--- src/rtl/lcd8080_apb_bridge_if.sv ---
// rtl/lcd8080_apb_bridge_if.sv - APB register bus bundle for the 8080 LCD bridge
//
// Purpose : groups the APB slave signals of lcd8080_apb_bridge into one port.
// Signals : paddr   byte address (only [3:2] decoded by the bridge)
//           psel    select
//           penable access phase
//           pwrite  1 = write
//           pwdata  write data
//           pready  transfer complete (slave output)
//           prdata  read data, valid while pready (slave output)
//           pslverr error response (slave output)
// Modports: master drives the request side, slave drives the response side.

interface lcd8080_apb_bridge_if;

    logic [31:0] paddr;
    logic        psel;
    logic        penable;
    logic        pwrite;
    logic [31:0] pwdata;
    logic        pready;
    logic [31:0] prdata;
    logic        pslverr;

    modport master (
        output paddr,
        output psel,
        output penable,
        output pwrite,
        output pwdata,
        input  pready,
        input  prdata,
        input  pslverr
    );

    modport slave (
        input  paddr,
        input  psel,
        input  penable,
        input  pwrite,
        input  pwdata,
        output pready,
        output prdata,
        output pslverr
    );

endinterface

--- src/rtl/lcd8080_apb_bridge.sv ---
// rtl/lcd8080_apb_bridge.sv - APB slave driving an 8080-style parallel LCD bus
//
// Purpose : posted-write FIFO in front of a csel/rs/wr/rd strobe sequencer with
//           runtime-programmable setup/strobe lengths and a status register.
// Ports   : clk, nrst          clock, asynchronous active-low reset
//           apb                APB slave (lcd8080_apb_bridge_if.slave)
//           LCD_nrst           copy of nrst for the panel
//           LCD_csel           chip select, active low
//           LCD_rs             0 = command, 1 = data
//           LCD_wr / LCD_rd    write / read strobes, active low
//           LCD_data_in        panel read data
//           LCD_data_out       panel write data
//           LCD_data_z         per-bit tristate enable, 1 = hi-Z
// Registers (paddr[3:2]):
//           0 CMD    write posts {rs=0,data}; read runs a panel read with rs=0
//           1 DATA   as CMD with rs=1
//           2 STATUS RO: [0] busy, [1] fifo_full, [2] fifo_empty, [15:8] level
//           3 TIMING RW: setup, wr-low, rd-low fields of CNT_W bits each

module lcd8080_apb_bridge #(
    parameter int DATA_W     = 16,
    parameter int FIFO_DEPTH = 8,
    parameter int CNT_W      = 9,
    parameter int RS_RST     = 3,
    parameter int WR_RST     = 5,
    parameter int RD_RST     = 50,
    parameter int HOLD_RST   = 5
) (
    input  logic                  clk,
    input  logic                  nrst,
    lcd8080_apb_bridge_if.slave   apb,
    output logic                  LCD_nrst,
    output logic                  LCD_csel,
    output logic                  LCD_rs,
    output logic                  LCD_wr,
    output logic                  LCD_rd,
    input  logic [DATA_W-1:0]     LCD_data_in,
    output logic [DATA_W-1:0]     LCD_data_out,
    output logic [DATA_W-1:0]     LCD_data_z
);

    localparam int PTR_W = (FIFO_DEPTH > 2) ? $clog2(FIFO_DEPTH) : 1;
    localparam int LVL_W = $clog2(FIFO_DEPTH + 1);
    localparam int ENT_W = DATA_W + 1;

    // Counters are loaded with length-1 so a phase programmed N lasts N cycles.
    localparam logic [CNT_W-1:0] HOLD_LOAD = (HOLD_RST > 1) ? CNT_W'(HOLD_RST - 1) : '0;

    typedef enum logic [1:0] {
        S_IDLE,
        S_SETUP,
        S_STROBE,
        S_HOLD
    } state_t;

    // A programmed length of 0 behaves like 1.
    function automatic logic [CNT_W-1:0] load_val(input logic [CNT_W-1:0] v);
        return (v == '0) ? '0 : v - 1'b1;
    endfunction

    // ------------------------------------------------------------------
    // Timing register
    // ------------------------------------------------------------------
    logic [CNT_W-1:0] rs_t;
    logic [CNT_W-1:0] wr_t;
    logic [CNT_W-1:0] rd_t;

    // ------------------------------------------------------------------
    // FIFO storage and state
    // ------------------------------------------------------------------
    logic [ENT_W-1:0] mem [FIFO_DEPTH];
    logic [PTR_W-1:0] wr_ptr;
    logic [PTR_W-1:0] rd_ptr;
    logic [LVL_W-1:0] level;
    logic             fifo_full;
    logic             fifo_empty;
    logic [ENT_W-1:0] head;

    // ------------------------------------------------------------------
    // Sequencer state
    // ------------------------------------------------------------------
    state_t           state;
    logic [CNT_W-1:0] cnt;
    logic [CNT_W-1:0] strobe_len;
    logic             is_read;
    logic             rd_ack;
    logic [DATA_W-1:0] rd_data;

    // ------------------------------------------------------------------
    // APB decode
    // ------------------------------------------------------------------
    logic       access;
    logic [1:0] reg_sel;
    logic       fifo_reg;
    logic       pop;
    logic       push;
    logic       rd_start;
    logic       timing_wr;
    logic       busy;
    logic [31:0] status_word;
    logic [31:0] timing_word;
    logic [7:0] level8;
    logic       unused_bits;

    assign access   = apb.psel & apb.penable;
    assign reg_sel  = apb.paddr[3:2];
    assign fifo_reg = ~reg_sel[1];

    assign fifo_full  = (level == LVL_W'(FIFO_DEPTH));
    assign fifo_empty = (level == '0);
    assign head       = mem[rd_ptr];

    // Entries leave the FIFO only when the sequencer starts a new SETUP.
    assign pop = ~fifo_empty &
                 ((state == S_IDLE) | ((state == S_HOLD) & (cnt == '0)));

    // A full FIFO still accepts the write in the cycle that frees a slot.
    assign push = access & apb.pwrite & fifo_reg & (~fifo_full | pop);

    // rd_ack blocks a second read from starting in the cycle the first
    // one completes, while the master still holds the access phase.
    assign rd_start = access & ~apb.pwrite & fifo_reg & fifo_empty &
                      (state == S_IDLE) & ~rd_ack;

    assign timing_wr = access & apb.pwrite & (reg_sel == 2'd3);

    assign busy   = (state != S_IDLE) | ~fifo_empty;
    assign level8 = 8'(level);

    assign status_word = {16'h0000, level8, 5'b00000, fifo_empty, fifo_full, busy};
    assign timing_word = 32'({rd_t, wr_t, rs_t});

    assign apb.pready = access &
                        (reg_sel[1] | (apb.pwrite ? (~fifo_full | pop) : rd_ack));

    assign apb.pslverr = access & apb.pwrite & (reg_sel == 2'd2);

    always_comb begin
        apb.prdata = '0;
        if (apb.pready && !apb.pwrite) begin
            case (reg_sel)
                2'd2:    apb.prdata = status_word;
                2'd3:    apb.prdata = timing_word;
                default: apb.prdata = 32'(rd_data);
            endcase
        end
    end

    assign LCD_nrst = nrst;

    assign unused_bits = ^{apb.paddr[31:4], apb.paddr[1:0], apb.pwdata[31:3*CNT_W]};

    // ------------------------------------------------------------------
    // Timing register
    // ------------------------------------------------------------------
    always_ff @(posedge clk or negedge nrst) begin
        if (!nrst) begin
            rs_t <= CNT_W'(RS_RST);
            wr_t <= CNT_W'(WR_RST);
            rd_t <= CNT_W'(RD_RST);
        end else if (timing_wr) begin
            rs_t <= apb.pwdata[CNT_W-1:0];
            wr_t <= apb.pwdata[2*CNT_W-1:CNT_W];
            rd_t <= apb.pwdata[3*CNT_W-1:2*CNT_W];
        end
    end

    // ------------------------------------------------------------------
    // FIFO
    // ------------------------------------------------------------------
    always_ff @(posedge clk) begin
        if (push) begin
            mem[wr_ptr] <= {apb.paddr[2], apb.pwdata[DATA_W-1:0]};
        end
    end

    always_ff @(posedge clk or negedge nrst) begin
        if (!nrst) begin
            wr_ptr <= '0;
            rd_ptr <= '0;
            level  <= '0;
        end else begin
            if (push) begin
                wr_ptr <= wr_ptr + PTR_W'(1);
            end
            if (pop) begin
                rd_ptr <= rd_ptr + PTR_W'(1);
            end
            case ({push, pop})
                2'b10:   level <= level + LVL_W'(1);
                2'b01:   level <= level - LVL_W'(1);
                default: level <= level;
            endcase
        end
    end

    // ------------------------------------------------------------------
    // Strobe sequencer. Strobe and setup lengths are captured on every
    // SETUP entry so a TIMING write never disturbs a transfer in flight.
    // ------------------------------------------------------------------
    always_ff @(posedge clk or negedge nrst) begin
        if (!nrst) begin
            state        <= S_IDLE;
            cnt          <= '0;
            strobe_len   <= '0;
            is_read      <= 1'b0;
            rd_ack       <= 1'b0;
            rd_data      <= '0;
            LCD_csel     <= 1'b1;
            LCD_rs       <= 1'b0;
            LCD_wr       <= 1'b1;
            LCD_rd       <= 1'b1;
            LCD_data_out <= '0;
            LCD_data_z   <= '1;
        end else begin
            rd_ack <= 1'b0;
            case (state)
                S_IDLE: begin
                    if (!fifo_empty) begin
                        state        <= S_SETUP;
                        LCD_csel     <= 1'b0;
                        LCD_rs       <= head[DATA_W];
                        LCD_data_out <= head[DATA_W-1:0];
                        LCD_data_z   <= '0;
                        is_read      <= 1'b0;
                        cnt          <= load_val(rs_t);
                        strobe_len   <= load_val(wr_t);
                    end else if (rd_start) begin
                        state      <= S_SETUP;
                        LCD_csel   <= 1'b0;
                        LCD_rs     <= apb.paddr[2];
                        is_read    <= 1'b1;
                        cnt        <= load_val(rs_t);
                        strobe_len <= load_val(rd_t);
                    end
                end

                S_SETUP: begin
                    if (cnt == '0) begin
                        state <= S_STROBE;
                        cnt   <= strobe_len;
                        if (is_read) begin
                            LCD_rd <= 1'b0;
                        end else begin
                            LCD_wr <= 1'b0;
                        end
                    end else begin
                        cnt <= cnt - 1'b1;
                    end
                end

                S_STROBE: begin
                    if (cnt == '0) begin
                        // Last low cycle: the panel data is sampled here and
                        // the strobe rises on the following edge.
                        state  <= S_HOLD;
                        cnt    <= HOLD_LOAD;
                        LCD_wr <= 1'b1;
                        LCD_rd <= 1'b1;
                        if (is_read) begin
                            rd_data <= LCD_data_in;
                        end
                    end else begin
                        cnt <= cnt - 1'b1;
                    end
                end

                S_HOLD: begin
                    if (cnt == '0) begin
                        if (!fifo_empty) begin
                            // Burst: csel stays low into the next transfer.
                            state        <= S_SETUP;
                            LCD_rs       <= head[DATA_W];
                            LCD_data_out <= head[DATA_W-1:0];
                            LCD_data_z   <= '0;
                            is_read      <= 1'b0;
                            cnt          <= load_val(rs_t);
                            strobe_len   <= load_val(wr_t);
                        end else begin
                            state      <= S_IDLE;
                            LCD_csel   <= 1'b1;
                            LCD_data_z <= '1;
                            rd_ack     <= is_read;
                        end
                    end else begin
                        cnt <= cnt - 1'b1;
                    end
                end

                default: begin
                    state <= S_IDLE;
                end
            endcase
        end
    end

endmodule

--- src/flat_wrapper.sv ---
// flat-port wrapper written by rule: the top's interface ports become plain ports
module lcd8080_apb_bridge_flat 
#(
    parameter int DATA_W     = 16,
    parameter int FIFO_DEPTH = 8,
    parameter int CNT_W      = 9,
    parameter int RS_RST     = 3,
    parameter int WR_RST     = 5,
    parameter int RD_RST     = 50,
    parameter int HOLD_RST   = 5
)
  (clk, nrst, LCD_nrst, LCD_csel, LCD_rs, LCD_wr, LCD_rd, LCD_data_in, LCD_data_out, LCD_data_z, apb_paddr, apb_psel, apb_penable, apb_pwrite, apb_pwdata, apb_pready, apb_prdata, apb_pslverr);
  lcd8080_apb_bridge_if apb_i ();
  input  logic clk;
  input  logic nrst;
  output logic LCD_nrst;
  output logic LCD_csel;
  output logic LCD_rs;
  output logic LCD_wr;
  output logic LCD_rd;
  input  logic [DATA_W-1:0] LCD_data_in;
  output logic [DATA_W-1:0] LCD_data_out;
  output logic [DATA_W-1:0] LCD_data_z;
  input wire logic [$bits(apb_i.paddr)-1:0] apb_paddr;
  input wire logic [$bits(apb_i.psel)-1:0] apb_psel;
  input wire logic [$bits(apb_i.penable)-1:0] apb_penable;
  input wire logic [$bits(apb_i.pwrite)-1:0] apb_pwrite;
  input wire logic [$bits(apb_i.pwdata)-1:0] apb_pwdata;
  output wire logic [$bits(apb_i.pready)-1:0] apb_pready;
  output wire logic [$bits(apb_i.prdata)-1:0] apb_prdata;
  output wire logic [$bits(apb_i.pslverr)-1:0] apb_pslverr;
  assign apb_i.paddr = apb_paddr;
  assign apb_i.psel = apb_psel;
  assign apb_i.penable = apb_penable;
  assign apb_i.pwrite = apb_pwrite;
  assign apb_i.pwdata = apb_pwdata;
  assign apb_pready = apb_i.pready;
  assign apb_prdata = apb_i.prdata;
  assign apb_pslverr = apb_i.pslverr;
  lcd8080_apb_bridge #(.DATA_W(DATA_W), .FIFO_DEPTH(FIFO_DEPTH), .CNT_W(CNT_W), .RS_RST(RS_RST), .WR_RST(WR_RST), .RD_RST(RD_RST), .HOLD_RST(HOLD_RST)) u_core (.clk(clk), .nrst(nrst), .apb(apb_i), .LCD_nrst(LCD_nrst), .LCD_csel(LCD_csel), .LCD_rs(LCD_rs), .LCD_wr(LCD_wr), .LCD_rd(LCD_rd), .LCD_data_in(LCD_data_in), .LCD_data_out(LCD_data_out), .LCD_data_z(LCD_data_z));
endmodule
--- config.mk ---
export PLATFORM = sky130hd
export DESIGN_NAME = lcd8080_apb_bridge_flat
export DESIGN_NICKNAME = d
export VERILOG_FILES = /design/src/rtl/lcd8080_apb_bridge_if.sv /design/src/rtl/lcd8080_apb_bridge.sv /design/src/flat_wrapper.sv
export SDC_FILE = /design/constraint.sdc
export NUM_CORES = 1
export LEC_CHECK = 0
export CAP_MARGIN = 5
export CORE_UTILIZATION = 59
export CTS_BUF_LIST = sky130_fd_sc_hd__clkbuf_16
export CTS_CLUSTER_SIZE = 24
export DETAILED_ROUTE_END_ITERATION = 8
export GPL_ROUTABILITY_DRIVEN = 0
export PLACE_DENSITY = 0.9
export REMOVE_ABC_BUFFERS = 1
export SYNTH_ARGS = -nofsm -noshare
export SYNTH_HDL_FRONTEND = slang
export SYNTH_SLANG_ARGS = --single-unit
--- constraint.sdc ---
create_clock -name clk -period 5.2 [get_ports clk]
set_input_delay 0.52 -clock clk [delete_from_list [all_inputs] [get_ports clk]]
set_output_delay 0.52 -clock clk [all_outputs]
set_load 0.05 [all_outputs]
After elaboration in Yosys (flattened, before gate mapping)
Memory sizes are Yosys's and may differ from the RTL's.
Index checks and enable logic that the tools add are counted.

storage, ports and cells
  flip-flop bits (word level) = 111
  RAM bits = 136
  input port bits = 85
  output and inout port bits = 71
  word-level logic and storage cells = 149
  memories = 1

memories
  name        words  width  rd ports  clocked after memory_dff  wr ports  line                      RTL
  u_core.mem  8      17     1         0                         1         lcd8080_apb_bridge.sv:71  logic [ENT_W-1:0] mem [FIFO_DEPTH];

cells by class
  add/subtract/negate cells = 8
  equal/unequal tests = 18
  mux-type cells = 59
  bitwise gates (word level) = 23
  reductions and logical operators = 22

operators by type and width
  cell                 count
  $mux 9               13
  $mux 16              5
  $pmux 16 s2          2
  $pmux 27 s2          1
  $logic_not 9->1      4
  $pmux 9 s4           1
  $sub 9x1->9 const B  4
  $mux 27              1
  $mux 1               23
  $reduce_and 4->1     5
  $pmux 9 s2           1
  $and 1x1->1          14
  $eq 2x2->1 const B   5
  $mux 2               5
  $pmux 1 s2           5
  $reduce_and 3->1     3
  $ne 2x1->1 const B   4
  $ne 2x2->1 const B   4
  $pmux 2 s4           1
  $pmux 4 s2           1
  $reduce_bool 2->1    4
  $add 3x1->3 const B  2
  $ne 3x3->1 const B   2
  $not 1->1            5
  other kinds (10)     15

Longest topological paths before layout
  depth after elaboration = 10
  depth in mapped cells = 13
  mapped depth without buffers = 13

Least setup slack after synthesis
OpenSTA, ideal clock, no wires.

  kind = register -> register
  start point = reg u_core.state[0]
  end point = mem u_core.mem[0][0] (netlist name) (enable)
  library setup time = 0.435 ns
  arrival time = 3.041 ns
  required time = 4.765 ns
  path slack = 1.724 ns
  stages on the path, launching flop included = 7
  buffers on the path = 1
  clock period less this slack = 3.476 ns
  cell sequence = dfrtp_1 -> ha_1 -> clkbuf_1 -> nor2b_1 -> nand3_1 -> a21o_1 -> nor4_1

on the way
  word-level cells in the longest chain between the ends = 8
  elaborated cells between the ends (all ways) = 9
  classes of those cells = 1 x eq/ne; 2 x mux; 5 x bitwise; 1 x reduce/logical

ends and longest elaborated chain
  what                              line                       RTL
  start, declared                   lcd8080_apb_bridge.sv:82   state_t state;
  start signal, assigned            lcd8080_apb_bridge.sv:203  state <= S_IDLE;
  start signal, assigned            lcd8080_apb_bridge.sv:220  state <= S_SETUP;
  start signal, assigned            lcd8080_apb_bridge.sv:229  state <= S_SETUP;
  $eq 2x2->1                        lcd8080_apb_bridge.sv:115  ((state == S_IDLE) | ((state == S_HOLD) & (cnt == '0)));
  $and 1x1->1                       lcd8080_apb_bridge.sv:115
  $or 1x1->1 (*)                    lcd8080_apb_bridge.sv:115
  $and 1x1->1 (*)                   lcd8080_apb_bridge.sv:114  assign pop = ~fifo_empty &
  $or 1x1->1 (*)                    lcd8080_apb_bridge.sv:118  assign push = access & apb.pwrite & fifo_reg & (~fifo_full | pop);
  $and 1x1->1 (*)                   lcd8080_apb_bridge.sv:118
  $mux 1 (*)                        lcd8080_apb_bridge.sv:172  if (push) begin
  $mux 1 (not written as such) (*)  lcd8080_apb_bridge.sv:173  mem[wr_ptr] <= {apb.paddr[2], apb.pwdata[DATA_W-1:0]};
  end, declared                     lcd8080_apb_bridge.sv:71

Every way passes the cells marked *; elsewhere a longest branch is shown, timed or not.

Final worst setup path
  start point = in apb_paddr[3]
  end point = out apb_prdata[16]

on the way
  word-level cells in the longest chain between the ends = 4
  elaborated cells between the ends (all ways) = 7
  classes of those cells = 2 x eq/ne; 2 x mux; 2 x bitwise; 1 x reduce/logical

ends and longest elaborated chain
  what                                                 line                       RTL
  start, declared                                      flat_wrapper.sv:24         input wire logic [$bits(apb_i.paddr)-1:0] apb_paddr;
  branches (longest 3 deep; another with $pmux 27 s2)  --
  $mux 27 (*)                                          lcd8080_apb_bridge.sv:140  if (apb.pready && !apb.pwrite) begin
  end, declared                                        flat_wrapper.sv:30         output wire logic [$bits(apb_i.prdata)-1:0] apb_prdata;

Every way passes the cells marked *.

==> metrics.md <==
| Metric | Value |
|---|---|
| Power Density | 539 nW/um^2 |
| Initial antenna violation count | 0 |
| Syn avg cell area | 13.9 um^2 |
| Status | finished clean |
| DR vias | 7,023 |
| Power share of the clock group | 22.0% |
| Startpoint Class | input pin |
| ANT cells | 0 |
| Hold_buf cts | 0 |
| Synth warn | 0 |
| Die ar. | 18,500 um^2 |
| Fin cells | 1,108 |
| DP Area | 11,800 um^2 |
| Combinational power share | 37.1% |
| Worst-case clock buffer depth | 3 |
| Layout area overhead | 18.3% |
| Post-DR vias/cell | 6.34 |
| TritonCTS clock tree | yes |
| Number of global-route vias before repair | 7,158 |
| Switching part of the total | 37.5% |
| # rows | 48 |
| Total Routing Usage GR | 28.1% |
| Clk Latency, worst-skew pair | 510 ps |
| Register-to-Register Path Depth | 14 |
| Post-CTS Resized | 0 |
| Detailed Route WL | 24,800 um |
| Setup bufs post-CTS | 0 |
| Crit. End Element | output port |
| Sequential area share after synthesis | 61.5% |
| First-pass GRT wire length | 39,200 um |
| Commonest non-fill, non-tap cell in the layout | edfxtp_1 |
| Total gr overflow | 0 |
| Cell-internal power | 4.21 mW |
| Clock Skew | 22.3 ps |
| CP Max Fanout | 14 |
| Final setup viols | 0 |
| CP Class | input pin to output port |
| RSZ-0062 raised after global routing | false |
| Die Span Y | 136 um |
| Max rail drop VDD | 0.000398 V |
| Die X | 136 um |
| Initial Util | 60.7% |
| Worst-path clk slew | 60 ps |
| Leakage | 4.58 nW |
| I/O pin count | 156 |
| Antenna-violating nets left | 0 |
| Final Cycle Share | 75.7% |
| Area leader, netlist | edfxtp_1 |
| Prevailing post-synth register cell | edfxtp_1 |
| Async SR Flop Fraction | 41.4% |
| I/O Buffers | 115 |
| Mapped Cells | 763 |
| Final instance area | 12,500 um^2 |
| # clock sinks | 232 |
| Yosys cell types | 66 |
| Pre-antenna DRT Iters | 5 |
| Min Tclk post-route | 3930 ps |
| Max-slew violations | 0 |
| TritonCTS buffer count | 23 |
| Slew margin rel. | 20.7% |
| CTS H-tree depth | 1 |
| Cell area after synthesis | 10,600 um^2 |
| Reg-to-reg slack, setup | 2200 ps |
| Worst slew pin tran | 1190 ps |
| Arr. time, crit path | 3410 ps |
| Post-placement cell count | 1,066 |
| Filler cells | 1,080 |
| DRC viols | 0 |
| Fraction of layout cells with a size suffix above 1 | 18.0% |
| Fmax | 254 MHz |
| Final hold vios | 0 |
| #FFs+latches synth | 232 |
| Area share of the leading cell type in the synthesized netlist | 38.6% |
| Crit path required time | 4680 ps |
| Dpl hpwl | 15,800 um |
| Starting DRT DRC Count | 737 |
| Wire length per cell | 22.4 um |
| Largest net degree at the start of global routing | 53 |
| Most frequent cells in the layout | edfxtp_1 (136), clkdlybuf4s50_1 (114), dfrtp_1 (83), nand2_1 (52), nor2_1 (44) |
| Psw | 2.53 mW |
| EDFF count, synth | 136 |
| Root buffer cell | clkbuf_16 |
| Sequential share of power | 40.8% |
| Setup TNS | 0 ps |
| Area contributors post-synth | edfxtp_1 (39%), dfrtp_1 (20%), mux4_2 (7.2%), mux2_2 (4.6%), dfstp_2 (2.7%) |
| Core ar. | 17,400 um^2 |
| Max-Cap Viols | 0 |
| Type of the worst min-delay path | input pin to async pin |
| Final #Nets | 965 |
-- flip-flops by register name, indices dropped and copies added, names as in the netlist, 2 cells and up --
register,cells
u_core.mem,136
u_core.LCD_data_out,16
u_core.rd_data,16
u_core.cnt,9
u_core.rd_t,9
u_core.rs_t,9
u_core.strobe_len,9
u_core.wr_t,9
u_core.level,4
u_core.rd_ptr,3
u_core.wr_ptr,3
u_core.state,2
-- worst max-delay path, stage by stage --
cell and delay (ps):
clkdlybuf4s50_1 970, buf_4 310, nand2_1 130, nor2_1 460, and2_1 210, clkdlybuf4s50_1 800
-- cell type report --
class	count	area [um^2]	share of cell area, %
clock buffer	23	576	4.60
clock inverter	19	86.3	0.690
inverter	19	71.3	0.570
multi-input combinational	458	3720	29.7
sequential	232	6500	52.0
tap	225	282	2.25
timing repair buffer	132	1280	10.2
-- per-layer routing --
metal  GRT usage, %  up-vias  routed length (um)
li1               -     3064                   -
met1           37.1     3492                9180
met2           47.4      393               12700
met3           3.99       74                2080
met4           11.0        0                 832
met5              0        -                   0
-- power groups by stage --
| stage | Sequential (mW) | Clock, mW | Combinational [mW] |
|---|---|---|---|
| floorplan | 2.91 | 0 | 1.51 |
| global placement | 2.74 | 0 | 2.35 |
| detailed placement | 2.77 | 0 | 2.45 |
| CTS | 2.74 | 1.50 | 2.49 |
| global route | 2.79 | 1.56 | 2.70 |
| finish | 2.75 | 1.49 | 2.50 |
-- path summary, 6_finish.rpt --
path,startpoint,end
worst max-delay path,apb_paddr[3],apb_prdata[16]
worst min-delay path,nrst,u_core.LCD_data_out[6]
max in group asynchronous,nrst,u_core.cnt[0]
min in group clk,u_core.LCD_rs,u_core.LCD_rs
worst max register to register,u_core.cnt[0],u_core.level[3]
worst min register to register,u_core.LCD_rs,u_core.LCD_rs
-- Yosys cell counts, types with 3 or more instances --
library cell	count
nand2b_1	3
nor3_1	18
nor2_1	45
o31ai_1	4
ha_1	13
mux2_2	43
a31oi_1	5
mux2i_1	24
xor2_1	7
o22ai_1	4
nor4_1	9
a211oi_1	8
xnor2_1	16
dfrtp_1	85
or4_1	3
a21oi_1	38
buf_4	26
o21ai_0	37
mux4_2	34
nand2_1	52
edfxtp_1	136
clkbuf_1	20
dfstp_2	11
or3_1	5
inv_1	19
o22a_1	8
nand3_1	18
and2_1	11
buf_2	9
o211ai_1	7
-- per-stage QoR --
step / util [%] / hold slack [ps] / worst slack [ps] / total power, mW
5_1_grt: 71.8 / 80.3 / 1140 / 7.06
3_3_place_gp: 68.0 / 464 / 1420 / 5.09
3_5_place_dp: 68.0 / 489 / 1330 / 5.22
2_1_floorplan: - / 224 / 1360 / 4.42
6_report: 71.8 / 55.1 / 1270 / 6.74
4_1_cts: 71.8 / 68.8 / 1310 / 6.74
-- logic make-up after synthesis --
| kind of cell | after synthesis | synth area share [%] |
|---|---|---|
| flip-flops | 232 | 61.5 |
| AND/OR/NAND/NOR | 182 | 8.66 |
| AO/OA/AOI/OAI | 131 | 7.95 |
| multiplexers | 103 | 14.4 |
| buffers and inverters | 77 | 3.85 |
| XOR/XNOR | 23 | 1.91 |
| adder cells (fa/ha/maj) | 14 | 1.73 |
| other | 1 | 0.0355 |
(Power assumes the default switching activity.)
